**config.mk**
```make
export PLATFORM = sky130hd
export DESIGN_NAME = bram_mailbox_poller
export DESIGN_NICKNAME = d
export VERILOG_FILES = /design/src/rtl/bram_mailbox_poller.sv
export SDC_FILE = /design/constraint.sdc
export NUM_CORES = 1
export LEC_CHECK = 0
export CAP_MARGIN = 20
export CORE_MARGIN = 3
export CORE_UTILIZATION = 30
export DETAILED_ROUTE_END_ITERATION = 16
export GPL_ROUTABILITY_DRIVEN = 0
export RECOVER_POWER = 25
export SYNTH_ARGS = -nofsm -noshare
export SYNTH_HDL_FRONTEND = slang
export SYNTH_SLANG_ARGS = --single-unit
export TNS_END_PERCENT = 10
```
**constraint.sdc**
```tcl
create_clock -name clk_6144mhz -period 1.58 [get_ports clk_6144mhz]
set_input_delay 0.237 -clock clk_6144mhz [delete_from_list [all_inputs] [get_ports clk_6144mhz]]
set_output_delay 0.237 -clock clk_6144mhz [all_outputs]
set_load 0.01 [all_outputs]
```
**src/rtl/bram_mailbox_poller.sv**
```systemverilog
// Round-robin poller for a BRAM mailbox: reads a FIFO-ready flag and NUM_CH toggle-tagged
// channel words through port B. It also writes the local frame_ready level back to address 0.
module bram_mailbox_poller #(
  parameter int DATA_W = 8,
  parameter int NUM_CH = 2,
  parameter int ADDR_W = 2,
  parameter int OUT_W  = 20,
  parameter int RD_LAT = 1
) (
  input  logic                                           clk_6144mhz,
  input  logic                                           rst_n,
  input  logic                                           frame_ready,
  input  logic [DATA_W:0]                                bram_doutb,
  output logic                                           bram_web,
  output logic [ADDR_W-1:0]                              bram_addrb,
  output logic [DATA_W:0]                                bram_dinb,
  output logic                                           fifo_ready,
  output logic [OUT_W-1:0]                               data_out,
  output logic [((NUM_CH > 1) ? $clog2(NUM_CH) : 1)-1:0] data_ch,
  output logic                                           data_valid,
  output logic [NUM_CH-1:0]                              new_data_valid
);

  localparam int CH_W   = (NUM_CH > 1) ? $clog2(NUM_CH) : 1;
  localparam int SLOT_W = $clog2(NUM_CH + 1);

  if (NUM_CH < 1 || NUM_CH > 8) begin : g_bad_num_ch
    $error("bram_mailbox_poller: NUM_CH must be 1..8");
  end
  if ((2 ** ADDR_W) < (NUM_CH + 2)) begin : g_bad_addr_w
    $error("bram_mailbox_poller: ADDR_W too small for NUM_CH+2 addresses");
  end
  if (OUT_W < DATA_W) begin : g_bad_out_w
    $error("bram_mailbox_poller: OUT_W must be >= DATA_W");
  end
  if (RD_LAT < 1 || RD_LAT > 3) begin : g_bad_rd_lat
    $error("bram_mailbox_poller: RD_LAT must be 1..3");
  end

  typedef enum logic {ST_READ = 1'b0, ST_WRITE = 1'b1} state_t;

  state_t              state_reg;
  logic [SLOT_W-1:0]   slot_reg;
  logic [SLOT_W-1:0]   slot_next;
  logic [1:0]          wait_reg;
  logic                last_wr_reg;
  logic [NUM_CH-1:0]   ch_hit;
  logic                toggle_seen;
  logic [CH_W-1:0]     ch_idx;

  // One-hot of the channel currently being polled (slot k+1 -> channel k).
  for (genvar gi = 0; gi < NUM_CH; gi++) begin : g_ch_hit
    assign ch_hit[gi] = (slot_reg == SLOT_W'(gi + 1));
  end

  always_comb begin
    slot_next   = (slot_reg == SLOT_W'(NUM_CH)) ? '0 : slot_reg + SLOT_W'(1);
    toggle_seen = |(ch_hit & new_data_valid);
    ch_idx      = CH_W'(slot_reg - SLOT_W'(1));
  end

  always_ff @(posedge clk_6144mhz or negedge rst_n) begin
    if (!rst_n) begin
      state_reg      <= ST_READ;
      slot_reg       <= '0;
      wait_reg       <= '0;
      last_wr_reg    <= 1'b0;
      bram_web       <= 1'b0;
      bram_addrb     <= ADDR_W'(1);
      bram_dinb      <= '0;
      fifo_ready     <= 1'b0;
      data_out       <= '0;
      data_ch        <= '0;
      data_valid     <= 1'b0;
      new_data_valid <= '0;
    end else begin
      data_valid <= 1'b0;
      case (state_reg)
        ST_READ: begin
          if (wait_reg != 2'(RD_LAT)) begin
            wait_reg <= wait_reg + 2'd1;
          end else begin
            wait_reg <= '0;
            slot_reg <= slot_next;
            if (slot_reg == '0) begin
              fifo_ready <= bram_doutb[0];
            end else if (bram_doutb[0] != toggle_seen) begin
              data_out       <= OUT_W'(bram_doutb[DATA_W:1]);
              data_ch        <= ch_idx;
              new_data_valid <= (new_data_valid & ~ch_hit) | (ch_hit & {NUM_CH{bram_doutb[0]}});
              data_valid     <= 1'b1;
            end
            // A pending frame_ready change is written only between slots, never mid-slot.
            if (frame_ready != last_wr_reg) begin
              state_reg   <= ST_WRITE;
              bram_web    <= 1'b1;
              bram_addrb  <= '0;
              bram_dinb   <= {{DATA_W{1'b0}}, frame_ready};
              last_wr_reg <= frame_ready;
            end else begin
              bram_addrb <= ADDR_W'(slot_next) + ADDR_W'(1);
            end
          end
        end
        ST_WRITE: begin
          state_reg  <= ST_READ;
          bram_web   <= 1'b0;
          bram_dinb  <= '0;
          bram_addrb <= ADDR_W'(slot_reg) + ADDR_W'(1);
        end
        default: state_reg <= ST_READ;
      endcase
    end
  end

endmodule

```
==> results by group <==
GRT
  • Total GRT Usage: 0.09802
  • Met1 usage: 0.1143
  • Initial antenna violation count: 0
  • Global route overflow: 0
  • Gr busiest metal: met2
  • Vias in the first global route: 842
  • First-pass GRT wire length: 3808 um
  • Met2 GRT Util: 0.1674
  • Largest net degree at the start of global routing: 24
  • Met3 Use GR: 0.03790

Critical path
  • RR Startpoint: slot_reg[1]$_DFFE_PN0P_
  • Crit path launch type: flip-flop
  • CP max-delay cell: dfrtp_1
  • Reg2reg setup slack: -0.03 ns
  • Crit Path Class: flip-flop to flip-flop
  • Crit. End Element: flip-flop
  • CP cell instances: buf_6 > ha_4 > a22oi_2 > xnor2_2 > nand2_4 > mux2_4
  • CP required: 1.73 ns
  • CP arrival: 1.77 ns
  • CP max FO: 5
  • Cell count of the worst reg-to-reg path: 6
  • Reg2reg end: data_out[1]$_DFFE_PN0P_
  • CP peak stage delay: 0.41 ns

Timing
  • Actual slew at the worst max-slew pin: 0.5513 ns
  • Final worst-path cycle share: 1.021
  • Final worst setup slack: -0.03365 ns
  • F_max: 619.7 MHz
  • Slew HR: 0.6325
  • Hold_ws: 0.4811 ns
  • Setup-failing EPs final: 9
  • Final Hold Viols: 0
  • Clk_skew: 0.006369 ns
  • RSZ-0062 raised after global routing: yes
  • Slew Limit Fails: 0
  • Final min period: 1.614 ns

Status
  • Status: finished with violations
  • Failing checks: setup timing

Cells and area
  • Area of the multi-input gates: 538.0 um^2
  • Fin cells: 191
  • Final Util: 0.4301
  • Largest Register: data_out
  • FF/Latch Area: 576.8 um^2
  • N_diodes: 0
  • Layout area overhead: 35.05%
  • Share of layout cells above drive strength 1: 0.2657
  • Most common cell after layout, fill and taps aside: clkdlybuf4s50_1
  • Nets: 159
  • Cell area after layout: 1610 um^2
  • Max reg flops: 8
  • Fill cell count: 378
  • Most frequent cells in the layout: 26 x clkdlybuf4s50_1, 22 x dfrtp_1, 20 x conb_1

Floorplanning
  • Die W: 69.05 um
  • Core Region: 3744 um^2
  • Starting Density: 0.3185
  • Chip Height: 69.05 um
  • Ports: 49
  • Total die area: 4767 um^2
  • # rows: 22

Synthesis
  • Top post-synthesis cells by area: dfrtp_1 46%, buf_4 13%, mux2_4 11%, ha_1 3.1%, dfstp_2 2.2%
  • Post-synth top area share: 0.4617
  • Syn avg cell area: 11.69 um^2
  • Mapped Cells: 102
  • Synthesis warning total: 0
  • Sequential share of the synthesized area: 0.4837
  • Seq cells post-synth: 23
  • Post-Syn Area: 1192 um^2
  • Post-synth top area cell: dfrtp_1
  • Yosys cell types: 29

Clocking
  • Inserted Clock Buffers: 3
  • Clk Latency, worst-skew pair: 0.26 ns
  • CTS tree: built
  • CTS root buffer: clkbuf_8
  • Worst-path clk slew: 0.08 ns
  • Maximum clock insertion buffer count: 2
  • # H-tree levels: 1
  • TritonCTS Sinks: 23

Run
  • Max-cap violations: 0

Power and ir drop
  • LEAKAGE: 0.7701 nW
  • Worst IR Drop VDD: 968.2 uV
  • Power density cells: 2132 nW/um^2

Detailed routing
  • Length of the first detailed-routing pass in iterations: 4
  • Drt wl/cell: 12.01 um
  • Initial DRC count: 13
  • WL final: 2294 um
  • Via Count: 802
  • Detail Route Antenna Nets: 0
  • Remaining DRCs: 0
  • Vias per cell: 4.199

Placement
  • Placed insts: 185
  • DP HPWL: 1684 um
  • Port Buffers: 28
  • DP Area: 1515 um^2

Hold path
  • Worst min-delay path class: input port to async pin
[metal layers]
layer	routed length [um]	share of wire
met2	1176	0.51
met3	148	0.065
met5	0	0
met4	12	0.0052
met1	956	0.42
[how the worst max path moves through the flow]
stage	start	end	slack (ns)	depth (start not counted)
finish	slot_reg[1]$_DFFE_PN0P_	data_out[1]$_DFFE_PN0P_	-0.03	6
global route	slot_reg[1]$_DFFE_PN0P_	data_out[1]$_DFFE_PN0P_	-0.11	6
detailed placement	slot_reg[0]$_DFFE_PN0P_	data_out[1]$_DFFE_PN0P_	-0.07	6
CTS	slot_reg[1]$_DFFE_PN0P_	data_out[6]$_DFFE_PN0P_	-0.05	6
global placement	slot_reg[0]$_DFFE_PN0P_	data_out[1]$_DFFE_PN0P_	0.005	6
floorplan	slot_reg[0]$_DFFE_PN0P_	data_ch$_DFFE_PN0P_	0.02	6
[kinds of logic (layout without fill, tap and decap cells)]
kind of cell / Yosys count / count (layout) / synth area share
simple gates: 18 / 19 / 0.08501
xor+xnor: 4 / 4 / 0.03568
compound gates: 15 / 15 / 0.07975
flops: 23 / 23 / 0.4837
fa+ha+maj: 3 / 3 / 0.03148
buf+inv: 28 / 49 / 0.1584
other cells: 1 / 20 / 0.003145
mux: 10 / 10 / 0.1228
[area by class of cell]
| type | instances | area share |
|---|---|---|
| well taps | 48 | 0.03730 |
| clock inverters | 1 | 0.003108 |
| inverters | 6 | 0.01399 |
| multi-input cells | 71 | 0.3341 |
| repair buffers | 39 | 0.2277 |
| clock buffers | 3 | 0.02564 |
| flip-flops and latches | 23 | 0.3582 |
[power breakdown]
part	internal, mW	total (mW)	switching, mW
Clock	0.176	0.361	0.185
Sequential	0.886	1.10	0.219
Combinational	1.14	1.97	0.833
Total	2.20	3.43	1.24
[worst max-delay path, delay by kind of cell (launching register included)]
kind	cells	cell delay [ns]
muxes	1	0.32
AOI/OAI and AO/OA	1	0.16
DFF	1	0.41
adders and majority gates	1	0.16
buffers and inverters	1	0.13
xor gates and xnor gates	1	0.19
and+or+nand+nor	1	0.14
[stage by stage]
stage / setup TNS (ns) / power, mW / setup slack (ns)
2_1_floorplan: 0 / 2.199 / 0.02214
3_3_place_gp: 0 / 2.901 / 0.005194
3_5_place_dp: -0.5558 / 2.946 / -0.06906
4_1_cts: -0.2259 / 3.405 / -0.04731
5_1_grt: -1.016 / 3.696 / -0.1104
6_report: -0.1891 / 3.434 / -0.03365
[timing repair]
action,4_1_cts,5_1_grt
gates resized for setup,4,6
pin swaps,3,2
cloned,1,0
setup endpoints to repair,11,14
buffers inserted,1,0
hold buffers,0,0
[cell usage after synthesis]
cell / instances
mux2_1: 1
mux2_4: 9
nor2_2: 1
nand2_1: 5
xnor2_2: 1
o21ai_0: 4
nor3_4: 1
a21oi_1: 5
nand2b_1: 1
ha_1: 3
a22oi_2: 1
dfstp_2: 1
nand3_1: 1
xnor2_1: 2
nand2_4: 1
dfrtp_1: 22
a31oi_1: 2
or3_1: 2
buf_2: 1
inv_1: 6
conb_1: 1
buf_4: 20
buf_6: 1
a2bb2oi_1: 1
nor2_1: 5
o221ai_1: 1
xor2_1: 1
a21boi_0: 1
and2_1: 1
Note: power is estimated with default switching activity, not from simulation.
